**src/rtl/dmem_arb_pkg.sv**
```systemverilog
// Shared types and constants for the data-memory arbiter.
// Imported by the arbiter top and its round-robin sub-module.
package dmem_arb_pkg;

    typedef enum logic [1:0] {
        IDLE,
        ACCESS,
        WAIT,
        ACK
    } state_t;

    typedef enum logic {
        OWN_CORE,
        OWN_LDR
    } owner_t;

    localparam logic RW_READ  = 1'b1;
    localparam logic RW_WRITE = 1'b0;

endpackage

```
**src/rtl/dmem_arbiter_rr2.sv**
```systemverilog
// Two-requester arbiter (core vs. loader) with a remembered last grant.
// The winner is combinational; the last-grant record only moves on a grant strobe.
module arb_rr2
    import dmem_arb_pkg::*;
(
    input  logic   clk_i,
    input  logic   rst_i,
    input  logic   c_req_i,
    input  logic   l_req_i,
    input  logic   loader_prio_i,
    input  logic   grant_en_i,
    output owner_t winner_o
);

    owner_t lastGrant_q;
    owner_t lastGrant_d;

    // On a tie the loader wins when prioritised, otherwise whoever was not served last.
    always_comb begin
        winner_o = OWN_CORE;
        if (c_req_i && l_req_i) begin
            if (loader_prio_i || (lastGrant_q == OWN_CORE)) begin
                winner_o = OWN_LDR;
            end
        end else if (l_req_i) begin
            winner_o = OWN_LDR;
        end
        lastGrant_d = grant_en_i ? winner_o : lastGrant_q;
    end

    // Starting as if the loader was served last lets the core win the first tie.
    always_ff @(posedge clk_i or posedge rst_i) begin
        if (rst_i) begin
            lastGrant_q <= OWN_LDR;
        end else begin
            lastGrant_q <= lastGrant_d;
        end
    end

endmodule

```
**src/rtl/dmem_arbiter.sv**
```systemverilog
// Shares the single-port DMEM between the core load/store port and the loader port.
// Each access runs IDLE -> ACCESS -> (WAIT) -> ACK with registered memory and ack outputs.
module dmem_arbiter
    import dmem_arb_pkg::*;
#(
    parameter int ADDR_W      = 10,
    parameter int DATA_W      = 32,
    parameter int MEM_LAT     = 1,
    parameter int LOADER_PRIO = 0
) (
    input  logic              clk_i,
    input  logic              rst_i,
    input  logic              c_req_i,
    input  logic              c_rw_i,
    input  logic [ADDR_W-1:0] c_addr_i,
    input  logic [DATA_W-1:0] c_wdata_i,
    output logic [DATA_W-1:0] c_rdata_o,
    output logic              c_ack_o,
    output logic              c_stall_o,
    input  logic              l_req_i,
    input  logic              l_rw_i,
    input  logic [ADDR_W-1:0] l_addr_i,
    input  logic [DATA_W-1:0] l_wdata_i,
    output logic [DATA_W-1:0] l_rdata_o,
    output logic              l_ack_o,
    output logic              m_en_o,
    output logic              m_rw_o,
    output logic [ADDR_W-1:0] m_addr_o,
    output logic [DATA_W-1:0] m_wdata_o,
    input  logic [DATA_W-1:0] m_rdata_i
);

    if (MEM_LAT < 1 || MEM_LAT > 4) begin : gBadLat
        $error("dmem_arbiter: MEM_LAT must be in 1..4");
    end

    localparam logic [1:0] CNT_INIT = 2'(MEM_LAT - 1);

    state_t            state_q;
    owner_t            owner_q;
    owner_t            winner;
    logic [1:0]        cnt_q;
    logic              mEn_q;
    logic              mRw_q;
    logic [ADDR_W-1:0] mAddr_q;
    logic [DATA_W-1:0] mWdata_q;
    logic [DATA_W-1:0] cRdata_q;
    logic [DATA_W-1:0] lRdata_q;
    logic              cAck_q;
    logic              lAck_q;
    logic              grantEn;

    assign grantEn = (state_q == IDLE) && (c_req_i || l_req_i);

    arb_rr2 u_arb (
        .clk_i         (clk_i),
        .rst_i         (rst_i),
        .c_req_i       (c_req_i),
        .l_req_i       (l_req_i),
        .loader_prio_i (LOADER_PRIO != 0),
        .grant_en_i    (grantEn),
        .winner_o      (winner)
    );

    // The winner's request is frozen into the m_* registers at grant, so later
    // input changes from either side cannot disturb an access in flight.
    always_ff @(posedge clk_i or posedge rst_i) begin
        if (rst_i) begin
            state_q  <= IDLE;
            owner_q  <= OWN_CORE;
            cnt_q    <= '0;
            mEn_q    <= 1'b0;
            mRw_q    <= RW_READ;
            mAddr_q  <= '0;
            mWdata_q <= '0;
            cRdata_q <= '0;
            lRdata_q <= '0;
            cAck_q   <= 1'b0;
            lAck_q   <= 1'b0;
        end else begin
            case (state_q)
                IDLE: begin
                    if (grantEn) begin
                        owner_q <= winner;
                        mEn_q   <= 1'b1;
                        if (winner == OWN_LDR) begin
                            mRw_q    <= l_rw_i;
                            mAddr_q  <= l_addr_i;
                            mWdata_q <= l_wdata_i;
                        end else begin
                            mRw_q    <= c_rw_i;
                            mAddr_q  <= c_addr_i;
                            mWdata_q <= c_wdata_i;
                        end
                        state_q <= ACCESS;
                    end
                end
                ACCESS: begin
                    mEn_q <= 1'b0;
                    if (mRw_q == RW_WRITE) begin
                        cAck_q  <= (owner_q == OWN_CORE);
                        lAck_q  <= (owner_q == OWN_LDR);
                        state_q <= ACK;
                    end else begin
                        cnt_q   <= CNT_INIT;
                        state_q <= WAIT;
                    end
                end
                WAIT: begin
                    // Read data is valid in the cycle the counter reaches zero.
                    if (cnt_q == 2'd0) begin
                        if (owner_q == OWN_LDR) begin
                            lRdata_q <= m_rdata_i;
                        end else begin
                            cRdata_q <= m_rdata_i;
                        end
                        cAck_q  <= (owner_q == OWN_CORE);
                        lAck_q  <= (owner_q == OWN_LDR);
                        state_q <= ACK;
                    end else begin
                        cnt_q <= cnt_q - 2'd1;
                    end
                end
                ACK: begin
                    cAck_q  <= 1'b0;
                    lAck_q  <= 1'b0;
                    state_q <= IDLE;
                end
                default: begin
                    state_q <= IDLE;
                end
            endcase
        end
    end

    assign c_rdata_o = cRdata_q;
    assign l_rdata_o = lRdata_q;
    assign c_ack_o   = cAck_q;
    assign l_ack_o   = lAck_q;
    assign c_stall_o = c_req_i & ~cAck_q;
    assign m_en_o    = mEn_q;
    assign m_rw_o    = mRw_q;
    assign m_addr_o  = mAddr_q;
    assign m_wdata_o = mWdata_q;

endmodule

```
**config.mk**
```make
export PLATFORM = sky130hd
export DESIGN_NAME = dmem_arbiter
export DESIGN_NICKNAME = d
export VERILOG_FILES = /design/src/rtl/dmem_arb_pkg.sv /design/src/rtl/dmem_arbiter_rr2.sv /design/src/rtl/dmem_arbiter.sv
export SDC_FILE = /design/constraint.sdc
export NUM_CORES = 1
export LEC_CHECK = 0
export BUFFER_PORTS_ARGS = -buffer_cell sky130_fd_sc_hd__buf_4
export CAP_MARGIN = 20
export CORE_MARGIN = 1.5
export CORE_UTILIZATION = 30
export DETAILED_ROUTE_END_ITERATION = 10
export RECOVER_POWER = 50
export REMOVE_ABC_BUFFERS = 1
export SYNTH_ARGS = -nofsm -noshare
export SYNTH_HDL_FRONTEND = slang
export SYNTH_SLANG_ARGS = --single-unit
```
**constraint.sdc**
```tcl
create_clock -name clk_i -period 4.06 [get_ports clk_i]
set_input_delay 0.812 -clock clk_i [delete_from_list [all_inputs] [get_ports clk_i]]
set_output_delay 0.812 -clock clk_i [all_outputs]
set_load 0.01 [all_outputs]
```
Word-level counts from Yosys, hierarchy flattened
Cells that the tools add are included.
- reduce and logical (&&, ||, !) cells: 15
- equal/unequal tests: 8
- add/sub/neg operators: 1
- muxes and demuxes: 21
- bitwise operators: 3
- operators with widths (operator ; number):
    two-way mux 32 bit ; 1
    AND reduction 3 bit ; 4
    two-way mux 1 bit ; 10
    two-way mux 10 bit ; 1
    two-way mux 2 bit ; 4
    != test 2 bit, second input constant ; 4
    case mux 2 bit (4 select lines) ; 1
    case mux 1 bit (3 select lines) ; 2
    AND reduction 2 bit ; 3
    equality test 2 bit, second input constant ; 2
    logical NOT 2 bit ; 2
    case mux 2 bit (2 select lines) ; 1
    nonzero test 2 bit ; 2
    nonzero test 3 bit ; 1
    equality test 2 x 1 -> 1 bit, second input constant ; 1
    logical AND 1 bit ; 2
    != test 2 x 1 -> 1 bit, second input constant ; 1
    inverter 1 bit ; 2
    case mux 1 bit (2 select lines) ; 1
    subtractor 2 x 1 -> 2 bit, second input constant ; 1
    bitwise AND 1 bit ; 1
    logical OR 1 bit ; 1
- word-level logic and storage cells: 60
- bits in registers: 116
- bits of input ports: 122
- output and inout port bits: 111

Logic depth before layout (Yosys ltp)
Gate-level depths: netlist of run 1.
- depth after elaboration: 4
- mapped depth: 8
- depth with buffers taken out: 5

Cells and area by module
Synthesis of run 1 repeated with hierarchy kept, for this count alone.
- cell total of the unflattened synthesis: 378
- area total of the unflattened synthesis: 5159.9 um^2
- by module, submodules not included (module ; area an instance (um^2) ; cells each ; instances ; seq. area each (um^2)):
    dmem_arbiter ; 5097.4 ; 371 ; 1 ; 2879.0
    arb_rr2 ; 62.6 ; 7 ; 1 ; 26.3

Worst setup path after synthesis of run 1
OpenSTA, ideal clock, no wires.
- kind: input to output
- start: in c_req_i
- end: out c_stall_o
- path buffers: 1
- data arrival time: 1202 ps
- stages on the path: 2
- data required time: 3248 ps
- path slack: 2046 ps
- path through: buf_2 nor2b_1
- word-level cells in the longest chain between the ends: 1
- RTL lines (element ; RTL line ; source):
    from (decl) ; dmem_arbiter.sv:13 ; input logic c_req_i,
    bitwise AND 1 bit ; dmem_arbiter.sv:140 ; assign c_stall_o = c_req_i & ~cAck_q;
    to (decl) ; dmem_arbiter.sv:19 ; output logic c_stall_o,
No other way between the ends.

Final worst setup path of run 1
- start: reg state_q[0]
- end: reg lRdata_q[15] (netlist: l_rdata_o[15])
- word-level cells in the longest chain between the ends: 2
- RTL lines (element ; RTL line ; source):
    from (decl) ; dmem_arbiter.sv:39 ; state_t state_q;
    from (signal assigned) ; dmem_arbiter.sv:69 ; state_q <= IDLE;
    from (signal assigned) ; dmem_arbiter.sv:95 ; state_q <= ACCESS;
    from (signal assigned) ; dmem_arbiter.sv:103 ; state_q <= ACK;
    equality test 2 bit ; dmem_arbiter.sv:81 ; case (state_q)
    AND reduction 3 bit (no source line) ; -- ;
    to (signal assigned) ; dmem_arbiter.sv:113 ; lRdata_q <= m_rdata_i;
    to (decl) ; dmem_arbiter.sv:48 ; logic [DATA_W-1:0] lRdata_q;
No other way between the ends.
A chain may end at the register's enable or synchronous reset.

==> impl_results.md, run 1 <==
- Vias in the first global route: 4113
- Die height: 130.4 µm
- Cell taking the most area after synthesis: dfrtp_1
- Post-DP HPWL: 9.384 mm
- Area occupied by multi-input gates: 0.001817 mm²
- Clock sink count: 116
- CTS root buf: clkbuf_16
- Final setup viols: 0
- Yosys warning count: 0
- Worst Hold Class: reg2reg
- CP startpoint kind: flop
- Via Count: 4058
- Nets: 781
- Crit path DAT: 2.55 ns
- Largest net degree at the start of global routing: 65
- DP Cell Count: 849
- Worst-Margin Slew: 2.439 ns
- Hold Buf Count CTS: 0
- Full die area: 0.01700 mm²
- Worst skew pair latency: 0.40 ns
- Layout cells sized above 1: 44.06%
- Critical path peak fanout: 32
- Initial antenna violation count: 0
- Total grt overflow: 0
- Fin. Hold Viols: 0
- Worst Path Required: 4.34 ns
- I/O Buffers: 232
- GRT Total Usage: 15.64%
- Setup Fix Bufs, Post-CTS: 0
- Non-Filler Instances: 881
- Reg area: 0.002905 mm²
- F_max: 440.5 MHz
- CP peak stage delay: 0.72 ns
- Tmin final: 2.270 ns
- Sum Neg Setup Slack: 0 ns
- Top-area cell type share of the netlist area: 58.60%
- Power after layout: 6.022 mW
- MaxCap Viol Count: 1
- Area grow syn2layout: 48.42%
- Unique masters post-synth: 28
- Core area: 0.01589 mm²
- Failing checks: max-capacitance violations, max-slew violations
- Most common cell after layout, fill and taps aside: buf_4
- Slew headroom: -63.46%
- Gate Count Post-Synth: 423
- Final WL: 13.42 mm
- Worst path cell trace: inv_1 -> ha_1 -> nand3_2 -> mux2_2
- Die X-Extent: 130.4 µm
- Seq/Total Area, Yosys: 59.68%
- Standby leakage power: 3.342 nW
- Pwr dens: 833.5 mW/mm²
- Per-cell routed wire length: 15.23 µm
- Mapped Avg Cell Area: 11.51 µm²
- Drt via density: 4.606
- Post-Synthesis Cell Area: 0.004868 mm²
- First-pass iteration count of the detailed router: 4
- CTS tree: built
- Slowest CP cell: nand3_2
- RSZ-0062 raised after global routing: false
- Final antenna-violating net count: 0
- Antenna Cells: 0
- Post-CTS Resized: 0
- # DRC: 0
- Synth area leaders: dfrtp_1 (59%), mux2_2 (15%), a21oi_1 (9.0%)
- H-tree depth: 4
- Layout Utilization: 45.49%
- Worst vdd ir: 0.0003674 V
- Fill cells: 1555
- CP endpoint kind: flop
- Status: finished, violations left
- Commonest non-fill, non-tap cells in the layout: buf_4 (185), dfrtp_1 (114), a21oi_1 (88)
- Fin crit share: 55.92%
- Iter 0 DRT Violations: 155
- TritonCTS Buffers: 17
- Initial Util: 30.65%
- Deepest clock path buffer count: 2
- #FFs+latches synth: 116
- First-pass GRT wire length: 20.47 mm
- Final Skew: 0.006551 ns
- Critical path type: reg2reg
- # rows: 46
- RD Place Congestion: 0.8031
- Reg clk slew, reported paths: 0.05 ns
- Number of top-level pins: 233
- Final Max Slew Viols: 53
state kept, by name, indices dropped and copies added, names as in the netlist:
signal	flops
m_wdata_o	32
state_q	2
l_ack_o	1
m_addr_o	10
c_rdata_o	32
c_ack_o	1
m_rw_o	1
m_en_o	1
owner_q	1
u_arb.lastGrant_q	1
cnt_q	2
l_rdata_o	32
metrics by stage:
step | instance area [µm²] | setup WS (ns) | hold slack, ns
floorplan | 4728 | 0.1789 | 0.4956
global placement | 6798 | 1.725 | 0.4879
detailed placement | 6798 | 1.648 | 0.4943
CTS | 7391 | 1.702 | 0.5058
global route | 7226 | 1.463 | 0.5110
finish | 7226 | 1.790 | 0.5015
synth_stat cells:
cell type    n
o21ai_2      1
or2_2        1
nor2_1      46
nand2_1     45
o41ai_1      1
a21bo_2      1
o21ai_0      1
nand3_1      1
nor2b_1      4
o21bai_1     1
dfrtp_1    114
inv_1        5
ha_1         6
a21oi_1     88
a31oi_1      1
a211oi_2     1
a22o_1       3
o31ai_1      2
mux2_2      67
nand2b_1     1
buf_4        4
buf_2       22
a31o_2       1
nand3b_1     1
nor3b_1      1
a21boi_4     1
o21a_1       1
dfstp_2      2
area by class of cell:
cell class,count,share of cell area (%)
tap,216,3.740
timing repair buffer,237,22.42
clock buffer,22,6.424
multi-input combinational,276,25.14
clock inverter,9,1.784
sequential,116,40.21
inverter,5,0.2771
kinds of logic after synthesis:
family | Yosys count | synth area share, %
buffers and inverters | 31 | 3.264
adder cells (fa/ha/maj) | 6 | 1.542
flip-flops | 116 | 59.68
AO/OA/AOI/OAI | 103 | 11.82
multiplexers | 67 | 15.50
AND/OR/NAND/NOR | 100 | 8.199
critical path, delay by kind of cell (launching register included):
kind	cells	cell delay, ns
mux	1	0.57
buf+inv	1	0.11
flops	1	0.43
simple gates	1	0.72
fa+ha+maj	1	0.26
path summary, 6_finish.rpt:
| kind | startpoint | endpoint | slack [ns] | depth (start not counted) |
|---|---|---|---|---|
| max | state_q[0] | l_rdata_o[15] | 1.79 | 4 |
| min | l_rdata_o[5] | l_rdata_o[5] | 0.50 | 1 |
| max reg2reg | state_q[0] | l_rdata_o[15] | 1.79 | 4 |
| min reg2reg | l_rdata_o[5] | l_rdata_o[5] | 0.50 | 1 |
| max in group asynchronous | rst_i | l_rdata_o[2] | 1.82 | 3 |
| min in group asynchronous | rst_i | m_wdata_o[2] | 1.07 | 2 |
power by group:
| group | internal [mW] | switching, mW | leakage, nW |
|---|---|---|---|
| combinational | 1.22 | 1.22 | 1.72 |
| sequential | 1.76 | 0.328 | 1.33 |
| clock | 0.991 | 0.503 | 0.286 |
layer usage:
metal  GRT usage [%]  share of wire (%)
met5               0                  0
met4           8.339                3.0
met3           4.235                5.5
met2           26.72                 52
met1           17.95                 40
No activity file was read; power rests on OpenSTA's default activity.
==> inputs of run 2 (changes only) <==
==> constraint.sdc (replaced) <==
create_clock -name clk_i -period 2.1 [get_ports clk_i]
set_input_delay 0.42 -clock clk_i [delete_from_list [all_inputs] [get_ports clk_i]]
set_output_delay 0.42 -clock clk_i [all_outputs]
set_load 0.01 [all_outputs]
==> run 2 against run 1 <==
The flow still finishes with violations (max-capacitance violations, max-slew violations). Die area unchanged. Clock skew increased by 0.00087 ns. Critical path depth increased by 1. Sequential power increased by 93%. Final cell count increased by 0.45%. Global-route usage increased by 0.24 points. Sequential share of layout area decreased by 0.31 points. Non-clock buffer count increased by 3. Utilization increased by 0.35 points. Largest power group unchanged.
==> impl_results.md, run 2 (synthesis results as in run 1) <==
- CTS root buf: clkbuf_16 (unchanged)
- Setup Fix Bufs, Post-CTS: 0 (unchanged)
- End point of the critical path: l_ack_o (was l_rdata_o[15])
- Layout cells sized above 1: 43.35% (was 44.06%)
- Critical path peak fanout: 6 (was 32)
- Per-cell routed wire length: 15.15 µm (was 15.23 µm)
- Area grow syn2layout: 49.58% (was 48.42%)
- MaxCap Viol Count: 1 (unchanged)
- Initial antenna violation count: 0 (unchanged)
- # DRC: 0 (unchanged)
- TritonCTS Buffers: 17 (unchanged)
- Critical path type: reg2reg (unchanged)
- Reg clk slew, reported paths: 0.05 ns (about the same)
- First-pass GRT wire length: 20.70 mm (was 20.47 mm)
- Deepest clock path buffer count: 2 (unchanged)
- Initial Util: 30.65% (unchanged)
- Pwr dens: 1629 mW/mm² (was 833.5 mW/mm²)
- Final WL: 13.41 mm (was 13.42 mm)
- RR Endpoint: l_ack_o (was l_rdata_o[15])
- Hold Buf Count CTS: 0 (unchanged)
- Standby leakage power: 3.368 nW (was 3.342 nW)
- RSZ-0062 raised after global routing: false (unchanged)
- Clock sink count: 116 (unchanged)
- Slew headroom: -3.597% (was -63.46%)
- CP startpoint kind: flop (unchanged)
- Worst setup margin: 0.3757 ns (was 1.790 ns)
- RD Place Congestion: 0.8117 (was 0.8031)
- Crit path DAT: 2.01 ns (was 2.55 ns)
- Vias in the first global route: 4238 (was 4113)
- Worst vdd ir: 0.0008722 V (was 0.0003674 V)
- Failing checks: max-capacitance violations, max-slew violations (unchanged)
- Most common cell after layout, fill and taps aside: buf_4 (unchanged)
- Post-CTS Resized: 0 (unchanged)
- # rows: 46 (unchanged)
- Nets: 784 (was 781)
- Largest net degree at the start of global routing: 65 (unchanged)
- Full die area: 0.01700 mm² (unchanged)
- R2R setup slack: 0.38 ns (was 1.79 ns)
- Status: finished, violations left (unchanged)
- Worst skew pair latency: 0.40 ns (about the same)
- Final Max Slew Viols: 65 (was 53)
- Drt via density: 4.633 (was 4.606)
- Iter 0 DRT Violations: 130 (was 155)
- Worst slack at placement: 0.3803 ns (was 1.648 ns)
- GRT Total Usage: 15.89% (was 15.64%)
- Worst Setup SP: state_q[0] (unchanged)
- Area occupied by multi-input gates: 0.001817 mm² (unchanged)
- Die height: 130.4 µm (unchanged)
- Commonest non-fill, non-tap cells in the layout: buf_4 (178), dfrtp_1 (114), a21oi_1 (88) (was buf_4 (185), dfrtp_1 (114), a21oi_1 (88))
- Final setup viols: 0 (unchanged)
- CP endpoint kind: flop (unchanged)
- Antenna Cells: 0 (unchanged)
- Worst Path Required: 2.39 ns (was 4.34 ns)
- Final Skew: 0.007424 ns (was 0.006551 ns)
- I/O Buffers: 232 (unchanged)
- Fill cells: 1565 (was 1555)
- Tmin final: 1.724 ns (was 2.270 ns)
- Reg area: 0.002905 mm² (unchanged)
- H-tree depth: 4 (unchanged)
- Number of top-level pins: 233 (unchanged)
- Fin. Hold Viols: 0 (unchanged)
- Worst-Margin Slew: 1.554 ns (was 2.439 ns)
- F_max: 579.9 MHz (was 440.5 MHz)
- Core area: 0.01589 mm² (unchanged)
- Fin crit share: 82.11% (was 55.92%)
- Power after layout: 11.86 mW (was 6.022 mW)
- Reg2Reg Depth: 5 (was 4)
- Worst R2R Start: state_q[0] (unchanged)
- Final hold slack: 0.2361 ns (was 0.5015 ns)
- Final antenna-violating net count: 0 (unchanged)
- CTS tree: built (unchanged)
- Total grt overflow: 0 (unchanged)
- Post-DP HPWL: 9.526 mm (was 9.384 mm)
- First-pass iteration count of the detailed router: 5 (was 4)
- Worst Hold Class: in2reg (was reg2reg)
- Via Count: 4100 (was 4058)
- WHS Path Cells: 3 (was 1)
- Die X-Extent: 130.4 µm (unchanged)
==> run 2: cell types whose count changed in the layout (fill, tap and decap cells not counted) <==
cell        previous run  this run
clkbuf_2               0         2
clkinv_4               1         2
clkinvlp_4             2         0
clkbuf_1              52        59
bufinv_16              3         4
buf_4                185       178
clkbuf_8               2         3
buf_12                 2         4
clkinv_2               3         2
==> run 2: how the worst min path moves through the flow <==
stage / start / to / slack [ns]
detailed placement: c_rdata_o[24] / c_rdata_o[24] / 0.49
global placement: l_rdata_o[5] / l_rdata_o[5] / 0.49
CTS: rst_i / m_wdata_o[2] / 0.08
floorplan: c_req_i / u_arb.lastGrant_q / 0.49
finish: c_rw_i / m_rw_o / 0.24
global route: m_rdata_i[31] / c_rdata_o[31] / 0.24
==> run 2: stage by stage <==
| step | util, % | cells | area, µm² | TNS [ns] |
|---|---|---|---|---|
| 6_report | 45.84 | 885 | 7282 | 0 |
| 5_1_grt | 45.84 | 885 | 7282 | 0 |
| 4_1_cts | 47.34 | 885 | 7520 | 0 |
| 3_5_place_dp | 43.38 | 853 | 6890 | 0 |
| 3_3_place_gp | 43.38 | 853 | 6890 | 0 |
| 2_1_floorplan | - | 397 | 4728 | -162.55 |
==> run 2: layer usage <==
layer	GRT usage, %	share of wire, %	vias to the layer above
li1	-	-	1920
met1	17.74	39	2012
met2	26.90	52	136
met3	5.090	6.3	32
met4	8.920	3.3	0
met5	0	0	-
==> run 2: cell type report <==
type                            instances  area share, %
Sequential cell                       116          39.90
Multi-Input combinational cell        276          24.95
Timing Repair Buffer                  240          22.53
Clock buffer                           24          6.615
Tap cell                              216          3.711
Clock inverter                          8          2.027
Inverter                                5         0.2749
==> run 2: critical path, stage by stage, from the launching register on <==
cell and delay, ns:
dfrtp_1 0.44, inv_1 0.10, ha_1 0.28, nor2b_1 0.20, a211oi_2 0.22, mux2_2 0.36
==> run 2: power breakdown <==
part	switching, mW	internal, mW	total (mW)
Sequential	0.629	3.40	4.03
Clock	0.975	2.08	3.06
Combinational	2.39	2.38	4.77
==> inputs of run 3 (changes only) <==
--- a/config.mk
+++ b/config.mk
@@ -5,6 +5,7 @@
 export SDC_FILE = /design/constraint.sdc
 export NUM_CORES = 1
 export LEC_CHECK = 0
+export ABC_AREA = 1
 export BUFFER_PORTS_ARGS = -buffer_cell sky130_fd_sc_hd__buf_4
 export CAP_MARGIN = 20
 export CORE_MARGIN = 1.5
==> constraint.sdc (replaced) <==
create_clock -name clk_i -period 1.75 [get_ports clk_i]
set_input_delay 0.35 -clock clk_i [delete_from_list [all_inputs] [get_ports clk_i]]
set_output_delay 0.35 -clock clk_i [all_outputs]
set_load 0.01 [all_outputs]
==> run 3 against run 2 <==
The flow now finishes without violations. Via count grew 23%. Global-route usage up 1.2 points. Clock-buffer cell count fell by 5. First-iteration DRC count rose by 110%. Synthesized cell count rose by 62%. Highest routed layer unchanged.
==> impl_results.md, run 3 <==
- Status: finished, final reports clean (was finished, violations left)
- Worst vdd ir: 0.0007211 V (was 0.0008722 V)
- First-pass GRT wire length: 24.72 mm (was 20.70 mm)
- Initial Util: 30.83% (was 30.65%)
- # DRC: 0 (unchanged)
- Vias in the first global route: 4939 (was 4238)
- CTS tree: built (unchanged)
- H-tree depth: 4 (unchanged)
- Final Skew: 0.008193 ns (was 0.007424 ns)
- MaxCap Viol Count: 0 (was 1)
- Deepest clock path buffer count: 2 (unchanged)
- Total grt overflow: 0 (unchanged)
- CP endpoint kind: flop (unchanged)
- Yosys warning count: 0 (unchanged)
- Fin crit share: 91.36% (was 82.11%)
- RD Place Congestion: 0.7828 (was 0.8117)
- Layout cells sized above 1: 24.87% (was 43.35%)
- Fin. Hold Viols: 0 (unchanged)
- Commonest non-fill, non-tap cells in the layout: nand2_1 (225), buf_4 (181), inv_1 (132) (was buf_4 (178), dfrtp_1 (114), a21oi_1 (88))
- Tmin final: 1.599 ns (was 1.724 ns)
- CP startpoint kind: flop (unchanged)
- Worst-Margin Slew: 0.7370 ns (was 1.554 ns)
- Initial antenna violation count: 0 (unchanged)
- Cell taking the most area after synthesis: dfrtp_1 (unchanged)
- Main flop type after synthesis: dfrtp_1 (unchanged)
- TritonCTS Buffers: 17 (unchanged)
- Standby leakage power: 4.430 nW (was 3.368 nW)
- GRT Total Usage: 17.09% (was 15.89%)
- Number of top-level pins: 233 (unchanged)
- F_max: 625.5 MHz (was 579.9 MHz)
- Top-area cell type share of the netlist area: 53.12% (was 58.60%)
- Pwr dens: 1796 mW/mm² (was 1629 mW/mm²)
- Core area: 0.01742 mm² (was 0.01589 mm²)
- Drt via density: 4.354 (was 4.633)
- Largest net degree at the start of global routing: 65 (unchanged)
- Slew headroom: 50.86% (was -3.597%)
- CTS root buf: clkbuf_16 (unchanged)
- Worst Hold Class: in2reg (unchanged)
- Per-cell routed wire length: 13.73 µm (was 15.15 µm)
- Die height: 136.8 µm (was 130.4 µm)
- Crit path DAT: 1.94 ns (was 2.01 ns)
- Iter 0 DRT Violations: 272 (was 130)
- Most common cell after layout, fill and taps aside: nand2_1 (was buf_4)
- #FFs+latches synth: 116 (unchanged)
- RSZ-0062 raised after global routing: false (unchanged)
- Seq/Total Area, Yosys: 54.10% (was 59.68%)
- Nets: 1044 (was 784)
- Full die area: 0.01871 mm² (was 0.01700 mm²)
- Worst skew pair latency: 0.41 ns (was 0.40 ns)
- Worst Path Required: 2.09 ns (was 2.39 ns)
- # rows: 48 (was 46)
- Via Count: 5024 (was 4100)
- Final hold slack: 0.2107 ns (was 0.2361 ns)
- Setup Fix Bufs, Post-CTS: 0 (unchanged)
- First-pass iteration count of the detailed router: 5 (unchanged)
- Antenna Cells: 0 (unchanged)
- Ys async rst share: 100.0% (unchanged)
- Count leader, synth: nand2_1 (was dfrtp_1)
- Final Max Slew Viols: 0 (was 65)
- Synth area leaders: dfrtp_1 (53%), nand2_1 (16%), inv_1 (9.3%) (was dfrtp_1 (59%), mux2_2 (15%), a21oi_1 (9.0%))
- I/O Buffers: 232 (unchanged)
- Critical path peak fanout: 44 (was 6)
- Power after layout: 14.04 mW (was 11.86 mW)
- Die X-Extent: 136.8 µm (was 130.4 µm)
- Final setup viols: 0 (unchanged)
- Reg clk slew, reported paths: 0.06 ns (was 0.05 ns)
- Post-DP Area: 0.007406 mm² (was 0.006890 mm²)
- Post-synth EDFFs: 0 (unchanged)
- Final WL: 15.85 mm (was 13.41 mm)
- Most frequent cells after synthesis: nand2_1 (225), inv_1 (133), dfrtp_1 (114) (was dfrtp_1 (114), a21oi_1 (88), mux2_2 (67))
- Mapped Avg Cell Area: 7.851 µm² (was 11.51 µm²)
- Gate Count Post-Synth: 684 (was 423)
- Final antenna-violating net count: 0 (unchanged)
- Final Cell Area: 0.007821 mm² (was 0.007282 mm²)
- Critical path type: reg2reg (unchanged)
- Unique masters post-synth: 17 (was 28)
- Post-Synthesis Cell Area: 0.005370 mm² (was 0.004868 mm²)
- Clock sink count: 116 (unchanged)
- Post-DP HPWL: 10.90 mm (was 9.526 mm)
- Area grow syn2layout: 45.64% (was 49.58%)
run 3: what timing repair did:
action	in CTS	in global routing
gates resized for setup	0	1
hold buffers	1	0
endpoints found under the setup margin	0	4
hold endpoints to repair	24	0
run 3: per-layer routing:
metal  wire length (µm)  up-vias  GRT usage (%)  share of wire, %
li1                   -     2541              -                 -
met1               6814     2309          21.28                43
met2               7764      133          27.30                49
met3                720       41          4.037               4.5
met4                546        0          9.415               3.4
met5                  0        -              0                 0
run 3: area by class of cell:
class | instances | area, µm²
Fill cell | 1833 | 9595
Sequential cell | 116 | 2905
Multi-Input combinational cell | 401 | 1787
Timing Repair Buffer | 246 | 1734
Inverter | 134 | 505.5
Clock buffer | 19 | 432.9
Tap cell | 225 | 281.5
Clock inverter | 13 | 175.2
run 3: cell families after synthesis:
| group | share of synthesized area (%) |
|---|---|
| compound gates | 6.244 |
| flops | 54.10 |
| simple gates | 25.54 |
| fa+ha+maj | 1.398 |
| buf+inv | 12.72 |
run 3: path summary, 6_finish.rpt:
check	from	endpoint	slack [ns]	depth (start not counted)
worst min-delay path	m_rdata_i[16]	c_rdata_o[16]	0.21	3
worst min register to register	u_arb.lastGrant_q	u_arb.lastGrant_q	0.47	2
max in group asynchronous	rst_i	m_wdata_o[10]	0.26	4
worst max-delay path	state_q[0]	m_wdata_o[0]	0.15	7
min in group asynchronous	rst_i	c_ack_o	0.45	3
worst max register to register	state_q[0]	m_wdata_o[0]	0.15	7
run 3: per-stage QoR:
stage | worst slack, ns | setup TNS, ns | cells | util, %
after floorplan | -1.669 | -191.98 | 651 | -
after global placement | 0.1939 | 0 | 1120 | 42.52
after detailed placement | 0.1523 | 0 | 1120 | 42.52
after CTS | 0.1400 | 0 | 1153 | 46.07
after global routing | 0.002536 | 0 | 1154 | 44.91
final | 0.1512 | 0 | 1154 | 44.91
run 3: worst max-delay path, stage by stage (launching register included):
cell and delay (ns):
dfrtp_1 0.43, inv_1 0.14, ha_1 0.24, inv_1 0.14, nor2_4 0.15, buf_12 0.23, nand3_1 0.10, nand2_1 0.07
run 3: report_power, final:
part,switching [mW],internal (mW)
Combinational,3.24,2.36
Clock,1.32,2.26
Sequential,0.791,4.07
